`config.mk`:
```
export PLATFORM = sky130hd
export DESIGN_NAME = dmvm_scheduler
export DESIGN_NICKNAME = d
export VERILOG_FILES = /design/src/rtl/dmvm_scheduler.sv
export SDC_FILE = /design/constraint.sdc
export NUM_CORES = 1
export LEC_CHECK = 0
export ABC_AREA = 1
export BUFFER_PORTS_ARGS = -buffer_cell sky130_fd_sc_hd__buf_2
export CAP_MARGIN = 20
export CORE_MARGIN = 2
export CORE_UTILIZATION = 40
export DETAILED_ROUTE_END_ITERATION = 8
export PLACE_DENSITY = 0.61
export SLEW_MARGIN = 20
export SYNTH_ARGS = -nofsm -noshare
export SYNTH_HDL_FRONTEND = slang
export SYNTH_SLANG_ARGS = --single-unit
```
`constraint.sdc`:
```
create_clock -name clk -period 2.6 [get_ports clk]
set_clock_uncertainty 0.1 [all_clocks]
set_input_delay 0.26 -clock clk [delete_from_list [all_inputs] [get_ports clk]]
set_output_delay 0.26 -clock clk [all_outputs]
set_load 0.01 [all_outputs]
```
`src/rtl/dmvm_scheduler.sv`:
```
// Issue sequencer for the attention-coefficient datapath: per-node WH reads, credit throttling, delay-matched tags.
// Optional stall performance counter built only when DMVM_SCHED_PERF_EN is defined.
module dmvm_scheduler #(
    parameter int NODE_CNT_W      = 8,
    parameter int ADDR_W          = 10,
    parameter int WH_DEPTH        = 1024,
    parameter int PIPE_LAT        = 6,
    parameter int COEF_FIFO_DEPTH = 16
) (
    input  logic                  clk,
    input  logic                  rst_n,
    input  logic                  sg_valid_i,
    output logic                  sg_ready_o,
    input  logic [NODE_CNT_W-1:0] sg_num_nodes_i,
    output logic                  wh_rd_en_o,
    output logic [ADDR_W-1:0]     wh_addr_o,
    output logic                  dmvm_valid_o,
    input  logic                  coef_pop_i,
    output logic                  tag_valid_o,
    output logic                  tag_src_o,
    output logic                  tag_last_o,
    output logic                  busy_o,
    output logic                  done_o,
    output logic                  err_o,
    output logic [31:0]           stall_cnt_o
);

    localparam int CRED_W  = $clog2(COEF_FIFO_DEPTH + 1);
    localparam int DRAIN_W = $clog2(PIPE_LAT + 1);

    typedef enum logic [1:0] {
        IDLE  = 2'd0,
        ISSUE = 2'd1,
        DRAIN = 2'd2
    } state_t;

    state_t                state_q, state_d;
    logic [NODE_CNT_W-1:0] node_rem_q;
    logic                  first_q;
    logic [ADDR_W-1:0]     addr_q;
    logic [CRED_W-1:0]     credits_q;
    logic [DRAIN_W-1:0]    drain_q;
    logic [PIPE_LAT-1:0]   tv_q, ts_q, tl_q;
    logic                  done_q, err_q;
    logic                  accept, issue, drain_end;

    // Descriptor handshake: a transfer happens on any cycle where sg_valid_i and sg_ready_o
    // are both high; sg_ready_o depends only on state, never on sg_valid_i.
    always_comb begin
        accept    = sg_valid_i && (state_q == IDLE);
        issue     = (state_q == ISSUE) && (credits_q != '0);
        drain_end = (state_q == DRAIN) && (drain_q <= DRAIN_W'(1));
        state_d   = state_q;
        case (state_q)
            IDLE:    if (accept && (sg_num_nodes_i != '0)) state_d = ISSUE;
            ISSUE:   if (issue && (node_rem_q == NODE_CNT_W'(1))) state_d = DRAIN;
            DRAIN:   if (drain_end) state_d = IDLE;
            default: state_d = IDLE;
        endcase
    end

    always_ff @(posedge clk or negedge rst_n) begin
        if (!rst_n) state_q <= IDLE;
        else        state_q <= state_d;
    end

    // done_o is registered, so DRAIN is left one count early and the pulse coincides with
    // the return to IDLE (sg_ready_o high, busy_o low).
    always_ff @(posedge clk or negedge rst_n) begin
        if (!rst_n) begin
            node_rem_q <= '0;
            first_q    <= 1'b0;
            addr_q     <= '0;
            drain_q    <= '0;
            done_q     <= 1'b0;
            err_q      <= 1'b0;
        end else begin
            done_q <= drain_end;
            err_q  <= accept && (sg_num_nodes_i == '0);
            if (accept && (sg_num_nodes_i != '0)) begin
                node_rem_q <= sg_num_nodes_i;
                first_q    <= 1'b1;
            end
            if (issue) begin
                addr_q     <= (addr_q == ADDR_W'(WH_DEPTH - 1)) ? '0 : addr_q + ADDR_W'(1);
                node_rem_q <= node_rem_q - NODE_CNT_W'(1);
                first_q    <= 1'b0;
                if (node_rem_q == NODE_CNT_W'(1)) drain_q <= DRAIN_W'(PIPE_LAT);
            end
            if ((state_q == DRAIN) && (drain_q != '0)) drain_q <= drain_q - DRAIN_W'(1);
        end
    end

    always_ff @(posedge clk or negedge rst_n) begin
        if (!rst_n) begin
            credits_q <= CRED_W'(COEF_FIFO_DEPTH);
        end else begin
            case ({issue, coef_pop_i})
                2'b10:   credits_q <= credits_q - CRED_W'(1);
                2'b01:   if (credits_q != CRED_W'(COEF_FIFO_DEPTH)) credits_q <= credits_q + CRED_W'(1);
                default: credits_q <= credits_q;
            endcase
        end
    end

    always_ff @(posedge clk or negedge rst_n) begin
        if (!rst_n) begin
            tv_q <= '0;
            ts_q <= '0;
            tl_q <= '0;
        end else begin
            for (int i = PIPE_LAT - 1; i > 0; i--) begin
                tv_q[i] <= tv_q[i-1];
                ts_q[i] <= ts_q[i-1];
                tl_q[i] <= tl_q[i-1];
            end
            tv_q[0] <= issue;
            ts_q[0] <= issue && first_q;
            tl_q[0] <= issue && (node_rem_q == NODE_CNT_W'(1));
        end
    end

`ifdef DMVM_SCHED_PERF_EN
    logic [31:0] stall_q;
    always_ff @(posedge clk or negedge rst_n) begin
        if (!rst_n) stall_q <= '0;
        else if ((state_q == ISSUE) && (credits_q == '0) && (stall_q != '1))
            stall_q <= stall_q + 32'd1;
    end
    assign stall_cnt_o = stall_q;
`else
    assign stall_cnt_o = '0;
`endif

    assign sg_ready_o   = (state_q == IDLE);
    assign busy_o       = (state_q != IDLE);
    assign dmvm_valid_o = issue;
    assign wh_rd_en_o   = issue;
    assign wh_addr_o    = issue ? addr_q : '0;
    assign tag_valid_o  = tv_q[PIPE_LAT-1];
    assign tag_src_o    = ts_q[PIPE_LAT-1];
    assign tag_last_o   = tl_q[PIPE_LAT-1];
    assign done_o       = done_q;
    assign err_o        = err_q;

endmodule
```
==> results, run 1 <==
- The run finished with clean final reports.
- Counting every instance in the synthesized netlist gives 309.
- The tightest min-delay check is of the primary input to flop type.
- Setup repair after global routing left no endpoint under its margin.
- The routed design has 4513 um of wire.
- The largest fanout of any net on the critical path is 27.
- The sequential element share of the synthesized area is 0.4521.
- Once detail routing completed, the nets flagged for antenna violations numbered 0.
- For the pin with the worst max-slew slack, the measured transition is 575.0 ps.
- For the final routed database, the setup TNS stands at 0 ps.
- The number of synthesized flops with an enable pin is 0.
- The power per cell area is 1071 mW/mm^2.
- Summed over all nets, the half-perimeter wirelength after detailed placement is 3433 um.
- The number of antenna diodes in the final layout is 0.
- In the finished design, the share of the clock period the worst path needs comes to 0.8873.
- The final weighted congestion of routability-driven global placement is 0.8956.
- The synthesized design contains 49 register bits.
- The signed area change from the synthesized netlist to the final layout is 8.203%.
- The worst-case headroom to the max-slew limit is 0.6167.
- The initial utilization of the core area, before any placement, comes to 0.4064.
- The initial DRC count is 98.
- In this run the mean area of a mapped cell was 8.787 sq um.
- The cell count after placement is 415.
- The residual DRC count is 0.
- The cell area after technology mapping is 0.002715 sq mm.
- The met1 wire length is 2182 um.
- Hold timing on the final database bottoms out at a slack of 77.18 ps.
- The placeable core region is 0.006681 sq mm.
- The TritonCTS clock tree is yes.
- The total number of nets in the final design is 366.
- The number of cell rows is 30.
- The async set-reset flop share out of synthesis is 1.000.
- The worst setup path is captured at a flop.
- Data on the critical path is required at its endpoint by 2750 ps.
- The number of top-level pins is 63.
- The area share of the largest cell type after synthesis is 0.4424.
- Across every metal layer, demand over resource in global routing totals 0.1333.
- The category of the worst setup path launch point is a flop.
- Yosys mapped the design onto 33 distinct sky130hd cell types.
- The floorplan step defined a die boundary enclosing 0.007462 sq mm.
- The arrival time at the worst endpoint is 2450 ps.
- Dividing the detail-routed wire length by the instance count gives 10.64 um.
- The most common flop cell mapped by yosys is sky130_fd_sc_hd__dfrtp_1.
- Setup violations remaining at the end of the flow were counted as 0.
- In this run, CTS created clock tree buffers numbering 5.
- Summed over all nets, wire length on met2 after detailed routing comes to 2060 um.
- The clock latency of the later-clocked register in the worst-skew pair is 300 ps.
- The maximum count of clock buffers along a single path is 2.
- Ranked by instance count, the synthesized netlist is headed by 48 x sky130_fd_sc_hd__dfrtp_1, 48 x sky130_fd_sc_hd__nand2_1, 42 x sky130_fd_sc_hd__inv_1.
- The static power due to leakage is 1.545 nW.
- Prior to clock tree synthesis, the placed netlist has a worst setup slack of 316.7 ps.
- Entering global routing, the biggest net connects 28 pins.
- The first global-routing pass estimated 7983 um of wire.
- After clock tree synthesis, the clock-pin slew on the worst setup and hold paths is 90 ps.
- The number of synthesis warnings is 0.
- The hold violation total from the final report was 0.
- The number of gates resized after CTS is 0.
- After synthesis, the cell types taking the most area are sky130_fd_sc_hd__dfrtp_1 44%, sky130_fd_sc_hd__buf_4 9.1%, sky130_fd_sc_hd__nand2_1 6.6%.
- After detailed routing, no signal wire sits above met4.
- The count of cells in the finished layout, fillers not included, comes to 424.
- The number of port buffers is 30.
- The kind of critical path is flop to flop.
- sky130_fd_sc_hd__dfrtp_1 takes more of the synthesized area than any other cell.
- IR analysis of the VDD net gives a maximum drop of 0.4602 mV.
- Wire segments on met3 add up to 234 um in the final route.
- The number of clock sinks is 49.
- The fraction of final layout cells sized beyond drive strength 1 is 0.1686.
- Summed over all layers, the global routing overflow is 0.
- In the post-route analysis, the smallest setup slack over all paths is 292.9 ps.
- The depth of the CTS H-tree is 2.
- In the routed layout, each cell is associated on average with a via count of 4.432.
- From bottom edge to top edge, the die measures 86.39 um.
- The final count of pins violating max slew is 0.
- The cell sitting at the root of the clock tree is a sky130_fd_sc_hd__clkbuf_8.
- Based on the critical path, the design can be clocked at up to 433.4 MHz.
- The width of the die is 86.39 um.
- The number of global-route vias before repair is 1,779.
- The number of vias after detailed routing is 1,879.
- The number of maximum-capacitance constraint violations is 0.
- The first TritonRoute pass finished after 4 iterations.
- Counting I/O delays and the setup requirement, the final critical path takes 2307 ps.
- The number of antenna violations at the first check in global routing is 0.
==> worst max-delay path, stage by stage, from the launching register on <==
cell,delay (ps)
sky130_fd_sc_hd__dfrtp_1,440
sky130_fd_sc_hd__nor2_4,160
sky130_fd_sc_hd__nand3_4,100
sky130_fd_sc_hd__nand2_8,190
sky130_fd_sc_hd__inv_8,110
sky130_fd_sc_hd__nor2_8,120
sky130_fd_sc_hd__inv_1,100
sky130_fd_sc_hd__ha_1,320
sky130_fd_sc_hd__a21oi_1,160
sky130_fd_sc_hd__nand2_1,90
sky130_fd_sc_hd__inv_1,60
sky130_fd_sc_hd__nand3_1,90
sky130_fd_sc_hd__nand2_1,80
sky130_fd_sc_hd__nand2_1,50
sky130_fd_sc_hd__nand2_1,50
sky130_fd_sc_hd__inv_1,30
==> stage by stage <==
step	area, sq um	utilization	total power, W
floorplan	2831	-	0.002410
global placement	2826	0.4230	0.002681
detailed placement	2826	0.4230	0.002695
CTS	2938	0.4397	0.003193
global route	2938	0.4397	0.003476
finish	2938	0.4397	0.003147
==> placed cells by master (no fill, tap or decap), types with 2 or more instances in the layout <==
master                     synthesis  layout
sky130_fd_sc_hd__nand2_2           4       4
sky130_fd_sc_hd__buf_2             1      30
sky130_fd_sc_hd__clkbuf_8          0       7
sky130_fd_sc_hd__nor3_1            8       8
sky130_fd_sc_hd__inv_1            42      42
sky130_fd_sc_hd__o21ai_0           9       9
sky130_fd_sc_hd__ha_1             10      10
sky130_fd_sc_hd__conb_1            1      32
sky130_fd_sc_hd__nand2_4           2       2
sky130_fd_sc_hd__nand2_1          48      48
sky130_fd_sc_hd__nand4_1           5       5
sky130_fd_sc_hd__nor2_1           36      36
sky130_fd_sc_hd__o211ai_1          3       3
sky130_fd_sc_hd__a21oi_1           8       8
sky130_fd_sc_hd__xor2_1            9       9
sky130_fd_sc_hd__xnor2_1           2       2
sky130_fd_sc_hd__nor2_4            4       4
sky130_fd_sc_hd__nand3_1          21      21
sky130_fd_sc_hd__dfrtp_1          48      48
==> final timing paths <==
path                                           from                   endpoint  slack (ps)  cells past startpoint
max in group asynchronous                     rst_n          ts_q[3]$_DFF_PN0_        1480                      3
min in group asynchronous                     rst_n  node_rem_q[0]$_DFFE_PN0P_         380                      2
min                               sg_num_nodes_i[5]  node_rem_q[5]$_DFFE_PN0P_          80                      3
max                        credits_q[1]$_DFFE_PN0P_   credits_q[4]$_DFFE_PN1P_         290                     15
max reg2reg                credits_q[1]$_DFFE_PN0P_   credits_q[4]$_DFFE_PN1P_         290                     15
min reg2reg                       ts_q[3]$_DFF_PN0_          ts_q[4]$_DFF_PN0_         250                      0
==> cell type report <==
type,count,area [sq um]
Timing Repair Buffer,32,180.2
Fill cell,652,3744
Clock inverter,1,5.005
Tap cell,80,100.1
Sequential cell,49,1227
Clock buffer,7,96.34
Inverter,44,172.7
Multi-Input combinational cell,211,1156
==> logic make-up after synthesis <==
logic type | Yosys count | synth area share
AOI/OAI and AO/OA | 23 | 0.04793
xor gates and xnor gates | 11 | 0.03549
adders and majority gates | 11 | 0.05346
buffers and inverters | 80 | 0.1650
DFF | 49 | 0.4521
other | 1 | 0.001381
and+or+nand+nor | 134 | 0.2447
==> what timing repair did <==
item,CTS,global route
hold buffers,1,0
hold endpoints to repair,22,0
endpoints found under the setup margin,0,0
setup buffers,0,0
==> layer usage <==
metal,up-vias,GRT usage
met5,-,0
met4,0,0.03835
met3,5,0.03333
met2,50,0.2147
met1,858,0.1787
li1,966,-
==> power breakdown <==
part	internal (W)	switching [W]
registers	0.00101	0.000185
clock network	0.000241	0.000244
logic	0.000549	0.000915
==> flip-flops by register name, indices dropped and copies added, names as in the netlist <==
signal	count
addr_q	10
credits_q	5
done_o	1
drain_q	3
err_o	1
first_q	1
node_rem_q	8
state_q	2
tl_q	6
ts_q	6
tv_q	6
No activity file was read; power rests on OpenSTA's default activity.
==> inputs of run 2 (changes only) <==
--- a/config.mk
+++ b/config.mk
@@ -5,13 +5,13 @@
 export SDC_FILE = /design/constraint.sdc
 export NUM_CORES = 1
 export LEC_CHECK = 0
-export ABC_AREA = 1
+export ABC_AREA = 0
 export BUFFER_PORTS_ARGS = -buffer_cell sky130_fd_sc_hd__buf_2
 export CAP_MARGIN = 20
 export CORE_MARGIN = 2
 export CORE_UTILIZATION = 40
 export DETAILED_ROUTE_END_ITERATION = 8
-export PLACE_DENSITY = 0.61
+export PLACE_DENSITY = 0.62
 export SLEW_MARGIN = 20
 export SYNTH_ARGS = -nofsm -noshare
 export SYNTH_HDL_FRONTEND = slang
==> results, run 2 <==
- The synthesized design spends more area on one cell type than any other, namely sky130_fd_sc_hd__dfrtp_1.
- The origin of the worst min-delay path is sg_num_nodes_i[4].
- The most used flip-flop cell after synthesis is sky130_fd_sc_hd__dfrtp_1.
- The count of state elements after synthesis is 49 (unchanged).
- The number of port buffers is 30 (unchanged).
- The TritonCTS clock tree is yes.
- The endpoint identified for the worst register-to-register timing path is credits_q[3]$_DFFE_PN0P_.
- The total grt overflow is 0 (unchanged).
- The clock edge transition at the registers on the reported setup and hold paths was 80 ps (about the same).
- The number of antenna violations at the first check in global routing is 0 (unchanged).
- The destination of the worst hold path is node_rem_q[4]$_DFFE_PN0P_.
- The die outline area is 0.007115 sq mm (-4.7%).
- The cell area after technology mapping was 0.002582 sq mm (-4.9%).
- The highest clock frequency the design can meet is 401.0 MHz (-7.5%).
- The critical path capture point type is a primary output.
- The cell count after placement is 354 (-15%).
- The total routing resource utilization after global routing is 0.1368 (+0.003536).
- The post-route non-filler standard cell count is 363 (-14%).
- Sorting the synthesized cells by how often they occur yields 48 x sky130_fd_sc_hd__dfrtp_1, 33 x sky130_fd_sc_hd__buf_4, 14 x sky130_fd_sc_hd__nand2_1.
- The total number of nets in the final design is 308 (-16%).
- The arrival time at the worst endpoint is 2130 ps (-320 ps).
- The final count of pins violating max slew is 0 (unchanged).
- Yosys attributes the largest share of cell area to sky130_fd_sc_hd__dfrtp_1 47%, sky130_fd_sc_hd__buf_4 9.6%, sky130_fd_sc_hd__ha_1 4.8%.
- The total placed instance area is 0.002730 sq mm (-3.4%).
- The area share of the largest cell type after synthesis is 0.4651 (+0.02272).
- The instance count of the mapped netlist is 249 (-19%).
- Walking the worst path, the cells encountered are or4_4 -> o21ai_4 -> buf_6 -> inv_4 -> and2_1 -> buf_2.
- The final instance area is 0.002867 sq mm (-2.4%).
- The TritonCTS buffer count came to 5 (unchanged).
- The effective utilization at floorplan is 0.4090 (+0.002670).
- The count of cells along the worst register-to-register path is 8 (-7).
- The peak supply drop was 0.6264 mV (+36%).
- The length of the first detailed-routing pass in iterations was 4 (unchanged).
- The flip-flop count of the largest register after layout was 10 (unchanged).
- The async set-reset flop share out of synthesis came to 1.000 (unchanged).
- Setup repair after global routing could not meet its margin everywhere.
- The kind of critical path is flop to primary output.
- The root buffer cell chosen for the clock tree is sky130_fd_sc_hd__clkbuf_8.
- The maximum count of clock buffers along a single path is 2 (unchanged).
- The run finished with clean final reports.
- The number of synthesis warnings was 0 (unchanged).
- The HPWL reported at the end of detailed placement was 3361 um (-2.1%).
- The vias per cell is 4.860 (+9.7%).
- The signed area change from the synthesized netlist to the final layout is 11.00%.
- The register ranked first by flip-flop count is addr_q.
- The actual slew at the worst max-slew pin is 774.0 ps (+199.0 ps).
- The minimum clock period is 2494 ps (+186.6 ps).
- The clock latency of the later-clocked register in the worst-skew pair is 300 ps (about the same).
- The average detailed-routed wire length per instance is 12.74 um (+20%).
- The maximum number of pins on one net before global-route repair was 28 (unchanged).
- The startpoint identified for the worst register-to-register timing path is credits_q[1]$_DFFE_PN0P_.
- The antenna diode count is 0 (unchanged).
- The number of top-level pins is 63 (unchanged).
- In the post-synthesis netlist, the cell with the most instances is sky130_fd_sc_hd__dfrtp_1.
- The post-detailed-route count of antenna-violating nets is 0 (unchanged).
- The number of global-route vias before repair is 1,613 (-9.3%).
- The mean post-synth cell area is 10.37 sq um (+18%).
- The fraction of final layout cells sized beyond drive strength 1 was 0.1853 (+0.01671).
- The share of the core filled with cells is 0.4540 (+0.01432).
- The required time of the worst setup path is 2240 ps (-510 ps).
- The vertical extent of the die came to 84.35 um (-2.4%).
- The number of filler instances in the final layout is 607 (-6.9%).
- The final weighted congestion of routability-driven global placement is 0.7710 (-14%).
- The slowest stage of the critical path is the sky130_fd_sc_hd__or4_4 cell.
- In the final layout, the registers with the most flip-flops are addr_q (10), node_rem_q (8).
- The worst-case headroom to the max-slew limit is 0.4840 (-0.1326).
- The depth of the CTS H-tree is 2 (unchanged).
- The wire length of the first global-routing pass is 7879 um (-1.3%).
- The width of the die came to 84.35 um (-2.4%).
- The total wirelength of the detailed-routed design is 4623 um (+2.4%).
- The number of synthesized flops with an enable pin is 0 (unchanged).
- The hold violation total from the final report is 0 (unchanged).
- The hold-critical path depth is 3 (unchanged).
- STA classifies the critical path startpoint as a flop.
- The placeable core region is 0.006314 sq mm (-5.5%).
- The library cell used most frequently in the layout, excluding fill and tap cells, is sky130_fd_sc_hd__dfrtp_1.
- The number of clock sinks is 49 (unchanged).
- The number of maximum-capacitance constraint violations is 0 (unchanged).
- The class of the tightest hold or removal check is primary input to flop.
- The flop-to-flop setup slack came to 150 ps (-140 ps).
- The power per cell area was 1113 mW/mm^2 (+3.9%).
- The delay of the slowest critical-path stage came to 560 ps (+120 ps).
- The number of vias after detailed routing is 1,764 (-6.1%).
- In the layout the commonest cells are 48 x sky130_fd_sc_hd__dfrtp_1, 32 x sky130_fd_sc_hd__conb_1, 30 x sky130_fd_sc_hd__buf_2.
- The final critical-path setup slack is 106.3 ps (-186.6 ps).
- The residual DRC count is 0 (unchanged).
- The initial DRC count is 112 (+14%).
- The share of the cycle needed by the critical path after routing is 0.9591 (+0.07176).
- The static power due to leakage is 1.344 nW (-13%).
- The largest fanout of any net on the critical path is 27 (unchanged).
- The count of unique library cells instantiated by Yosys came to 54 (+64%).
- The number of cell rows is 29 (-3.3%).
- The number of endpoints failing setup at the final stage came to 0 (unchanged).
- The worst setup slack before clock tree synthesis is 106.5 ps (-210.2 ps).
- The sequential element share of the synthesized area is 0.4753 (+0.02322).
## run 2: cell families after synthesis
group	share of synthesized area
flops	0.4753
compound gates	0.1153
xor+xnor	0.03052
other cells	0.001452
mux	0.02955
buf+inv	0.1265
simple gates	0.1652
fa+ha+maj	0.05620
## run 2: metal layers
metal | GRT usage | vias up | routed length (um)
met1 | 0.1937 | 831 | 2234
met3 | 0.04031 | 7 | 255
li1 | - | 877 | -
met5 | 0 | - | 0
met2 | 0.2035 | 49 | 2065
met4 | 0.04329 | 0 | 68
## run 2: layout make-up
class,count,area (sq um),area share
repair buffers,37,209.0,0.07289
inverters,14,55.05,0.01921
clock buffers,7,86.33,0.03012
flip-flops and latches,49,1227,0.4282
well taps,77,96.34,0.03361
clock inverters,1,30.03,0.01048
multi-input cells,178,1162,0.4055
## run 2: power by group
group	leakage, nW	internal [W]	switching [W]
registers	0.602	0.000994	0.000223
logic	0.683	0.000634	0.000781
clock network	0.0585	0.000314	0.000244
## run 2: what timing repair did
action / in CTS / in global routing
resized for setup: 2 / 1
endpoints found under the hold margin: 12 / 0
setup buffers: 0 / 0
gates cloned: 0 / 0
hold buffers: 1 / 0
setup endpoints to repair: 8 / 10
## run 2: critical path, delay by kind of cell (launching register included)
family	cells	cell delay, ps
AOI/OAI and AO/OA	1	210
buffers and inverters	3	450
and+or+nand+nor	2	750
DFF	1	420
## run 2: metrics by stage
step           power [W]  setup TNS (ps)  hold slack [ps]
3_5_place_dp    0.002619               0            69.65
6_report        0.003189               0            84.40
3_3_place_gp    0.002589               0            71.12
4_1_cts         0.003211               0            81.62
2_1_floorplan   0.002295               0           -135.6
5_1_grt         0.003481          -3.402            92.12
## run 2: worst max-delay path by stage
stage	to	slack, ps	cells after the start	from
floorplan	credits_q[3]$_DFFE_PN0P_	30	10	credits_q[1]$_DFFE_PN0P_
global placement	credits_q[3]$_DFFE_PN0P_	150	6	credits_q[1]$_DFFE_PN0P_
detailed placement	credits_q[2]$_DFFE_PN0P_	110	6	credits_q[1]$_DFFE_PN0P_
CTS	wh_addr_o[3]	50	6	credits_q[1]$_DFFE_PN0P_
global route	wh_addr_o[3]	-3	6	credits_q[1]$_DFFE_PN0P_
finish	wh_addr_o[3]	110	6	credits_q[1]$_DFFE_PN0P_
==> inputs of run 3 (changes only) <==
--- a/config.mk
+++ b/config.mk
@@ -8,10 +8,12 @@
 export ABC_AREA = 0
 export BUFFER_PORTS_ARGS = -buffer_cell sky130_fd_sc_hd__buf_2
 export CAP_MARGIN = 20
+export CELL_PAD_IN_SITES_DETAIL_PLACEMENT = 0
+export CELL_PAD_IN_SITES_GLOBAL_PLACEMENT = 2
 export CORE_MARGIN = 2
-export CORE_UTILIZATION = 40
+export CORE_UTILIZATION = 33
 export DETAILED_ROUTE_END_ITERATION = 8
-export PLACE_DENSITY = 0.62
+export PLACE_DENSITY = 0.78
 export SLEW_MARGIN = 20
 export SYNTH_ARGS = -nofsm -noshare
 export SYNTH_HDL_FRONTEND = slang
==> results, run 3 (same netlist as run 2, synthesis figures left out) <==
- The run finished with clean final reports.
- The clock network power share is 0.172 (-0.003).
- The share of the core filled with cells is 0.3804 (-0.07362).
- The clock latency of the later-clocked register in the worst-skew pair came to 300 ps (about the same).
- The number of vias after detailed routing is 1,749 (-0.85%).
- The post-detailed-route count of antenna-violating nets is 0 (unchanged).
- The worst setup slack before clock tree synthesis is 137.4 ps (+30.88 ps).
- The HPWL reported at the end of detailed placement is 3526 um (+4.9%).
- The tightest hold margin is 82.17 ps (-2.228 ps).
- The average detailed-routed wire length per instance is 12.31 um (-3.4%).
- The vertical extent of the die was 92.46 um (+9.6%).
- The fraction of final layout cells sized beyond drive strength 1 is 0.1944 (+0.009130).
- The logic gate share of total power is 0.445 (about the same).
- The wire length of the first global-routing pass is 7859 um (-0.25%).
- The number of endpoints failing setup at the final stage is 0 (unchanged).
- The clock edge transition at the registers on the reported setup and hold paths was 90 ps (about the same).
- The minimum clock period is 2493 ps (-0.9380 ps).
- The largest fanout of any net on the critical path was 22 (-19%).
- The slowest library cell on the worst path is sky130_fd_sc_hd__or4_4.
- The largest registers in the layout are addr_q (10), node_rem_q (8).
- The maximum number of pins on one net before global-route repair is 23 (-18%).
- The fraction of power spent switching nets was 0.3963 (+0.005012).
- The final setup TNS is 0 ps (unchanged).
- The die outline area came to 0.008549 sq mm (+20%).
- The depth of the CTS H-tree came to 2 (unchanged).
- The total grt overflow was 0 (unchanged).
- Walking the worst path, the cells encountered are or4_4 -> o21ai_4 -> buf_6 -> inv_4 -> and2_1 -> buf_2.
- The delay of the slowest critical-path stage came to 570 ps (about the same).
- TritonCTS built the clock tree.
- The final weighted congestion of routability-driven global placement is 0.7481 (-3.0%).
- The flip-flop count of the largest register after layout is 10 (unchanged).
- The share of the cycle needed by the critical path after routing is 0.9587 (about the same).
- The number of port buffers came to 30 (unchanged).
- The length of the first detailed-routing pass in iterations is 4 (unchanged).
- The maximum count of clock buffers along a single path is 2 (unchanged).
- The worst-case headroom to the max-slew limit came to 0.5339 (+0.04986).
- The residual DRC count is 0 (unchanged).
- The total wirelength of the detailed-routed design is 4800 um (+3.8%).
- The buffer cell driving the clock tree root is sky130_fd_sc_hd__clkbuf_8.
- The actual slew at the worst max-slew pin was 699.2 ps (-74.79 ps).
- The post-route non-filler standard cell count is 390 (+7.4%).
- The total routing resource utilization after global routing is 0.1137 (-0.02308).
- The category of the worst setup path launch point is a flop.
- The number of antenna violations at the first check in global routing is 0 (unchanged).
- The number of filler instances in the final layout was 793 (+31%).
- The hold violation total from the final report was 0 (unchanged).
- The final count of pins violating max slew came to 0 (unchanged).
- The final critical-path setup slack is 107.3 ps (+0.9380 ps).
- The number of top-level pins came to 63 (unchanged).
- The effective utilization at floorplan was 0.3377 (-0.07134).
- The switching power was 0.001264 W (+1.3%).
- The sequential share of power came to 0.383 (+0.002).
- The buffering stage count on the worst path with inverters included is 3 (unchanged).
- The cell type group with the largest total delay on the critical path is simple AND/OR/NAND/NOR gates.
- The internal power component is 0.001926 W (-0.78%).
- The highest clock frequency the design can meet is 401.2 MHz (about the same).
- Setup repair after global routing left no endpoint under its margin.
- The arrival time at the worst endpoint is 2130 ps (about the same).
- The vias per cell is 4.485 (-7.7%).
- The antenna diode count is 0 (unchanged).
- The peak supply drop was 0.4953 mV (-21%).
- The power per cell area is 1097 mW/mm^2 (-1.4%).
- The initial DRC count is 64 (-43%).
- The TritonCTS buffer count is 5 (unchanged).
- The width of the die was 92.46 um (+9.6%).
- The required time of the worst setup path is 2240 ps (about the same).
- The number of clock sinks is 49 (unchanged).
- The critical path capture point type is a primary output.
- The number of global-route vias before repair was 1,645 (+2.0%).
- The setup path with the least slack is of type flop to primary output.
- The register ranked first by flip-flop count is addr_q.
- The static power due to leakage is 1.353 nW (+0.72%).
- The area growth from synthesis to layout is 12.65%.
- The cell count after placement is 381 (+7.6%).
- The number of maximum-capacitance constraint violations was 0 (unchanged).
- The placeable core region was 0.007647 sq mm (+21%).
- The path class of the tightest hold or removal check is primary input to flop.
- The number of cell rows is 32 (+10%).
- The commonest non-fill, non-tap cell in the layout is sky130_fd_sc_hd__dfrtp_1.
- In the layout the commonest cells are 48 x sky130_fd_sc_hd__dfrtp_1, 32 x sky130_fd_sc_hd__conb_1, 30 x sky130_fd_sc_hd__buf_2.
- The total number of nets in the final design was 310 (+0.65%).
[run 3: power by group through the flow]
stage	clock, W	sequential, W	combinational, W
global route	0.000602	0.00127	0.00160
CTS	0.000570	0.00122	0.00144
global placement	0	0.00123	0.00140
finish	0.000549	0.00122	0.00142
floorplan	0	0.00115	0.00114
detailed placement	0	0.00123	0.00142
[run 3: metal layers]
| layer | global-route usage | vias to the layer above | share of wire |
|---|---|---|---|
| met1 | 0.1628 | 820 | 0.50 |
| met3 | 0.02848 | 5 | 0.051 |
| met2 | 0.1715 | 39 | 0.44 |
| li1 | - | 885 | - |
| met5 | 0 | - | 0 |
| met4 | 0.02985 | 0 | 0.0063 |
[run 3: layout make-up]
cell class | instances | area, sq um | area share
clock buffer | 5 | 68.82 | 0.02366
clock inverter | 3 | 43.79 | 0.01505
inverter | 14 | 55.05 | 0.01892
multi-input combinational | 178 | 1162 | 0.3996
sequential | 49 | 1227 | 0.4219
tap | 102 | 127.6 | 0.04387
timing repair buffer | 39 | 224.0 | 0.07699
[run 3: worst paths after layout]
| kind | endpoint | slack, ps | from | depth (start not counted) |
|---|---|---|---|---|
| worst max-delay path | wh_addr_o[3] | 110 | credits_q[1]$_DFFE_PN0P_ | 6 |
| worst min-delay path | node_rem_q[4]$_DFFE_PN0P_ | 80 | sg_num_nodes_i[4] | 3 |
| worst max register to register | credits_q[4]$_DFFE_PN1P_ | 140 | credits_q[1]$_DFFE_PN0P_ | 8 |
| worst min register to register | tv_q[3]$_DFF_PN0_ | 260 | tv_q[2]$_DFF_PN0_ | 0 |
| max in group asynchronous | credits_q[4]$_DFFE_PN1P_ | 1440 | rst_n | 3 |
| min in group asynchronous | tl_q[5]$_DFF_PN0_ | 310 | rst_n | 2 |
[run 3: per-stage QoR]
stage	total power, W	area [sq um]
2_1_floorplan	0.002295	2725
3_3_place_gp	0.002628	2776
3_5_place_dp	0.002651	2776
4_1_cts	0.003224	2902
5_1_grt	0.003470	2909
6_report	0.003191	2909
[run 3: what timing repair did]
item                       CTS  global route
pin swaps                    0             0
hold endpoints to repair    17             0
gates resized for setup      1             2
setup endpoints to repair    8             9
buffers inserted             0             0
hold buffers                 1             0
[run 3: worst register-to-register path, cell delays in order (launching register included)]
cell	delay, ps
sky130_fd_sc_hd__dfrtp_1	430
sky130_fd_sc_hd__or4_4	570
sky130_fd_sc_hd__o21ai_4	210
sky130_fd_sc_hd__nand2_4	90
sky130_fd_sc_hd__ha_1	300
sky130_fd_sc_hd__nor2b_1	130
sky130_fd_sc_hd__o21a_1	190
sky130_fd_sc_hd__nor4_1	60
sky130_fd_sc_hd__o32ai_1	300
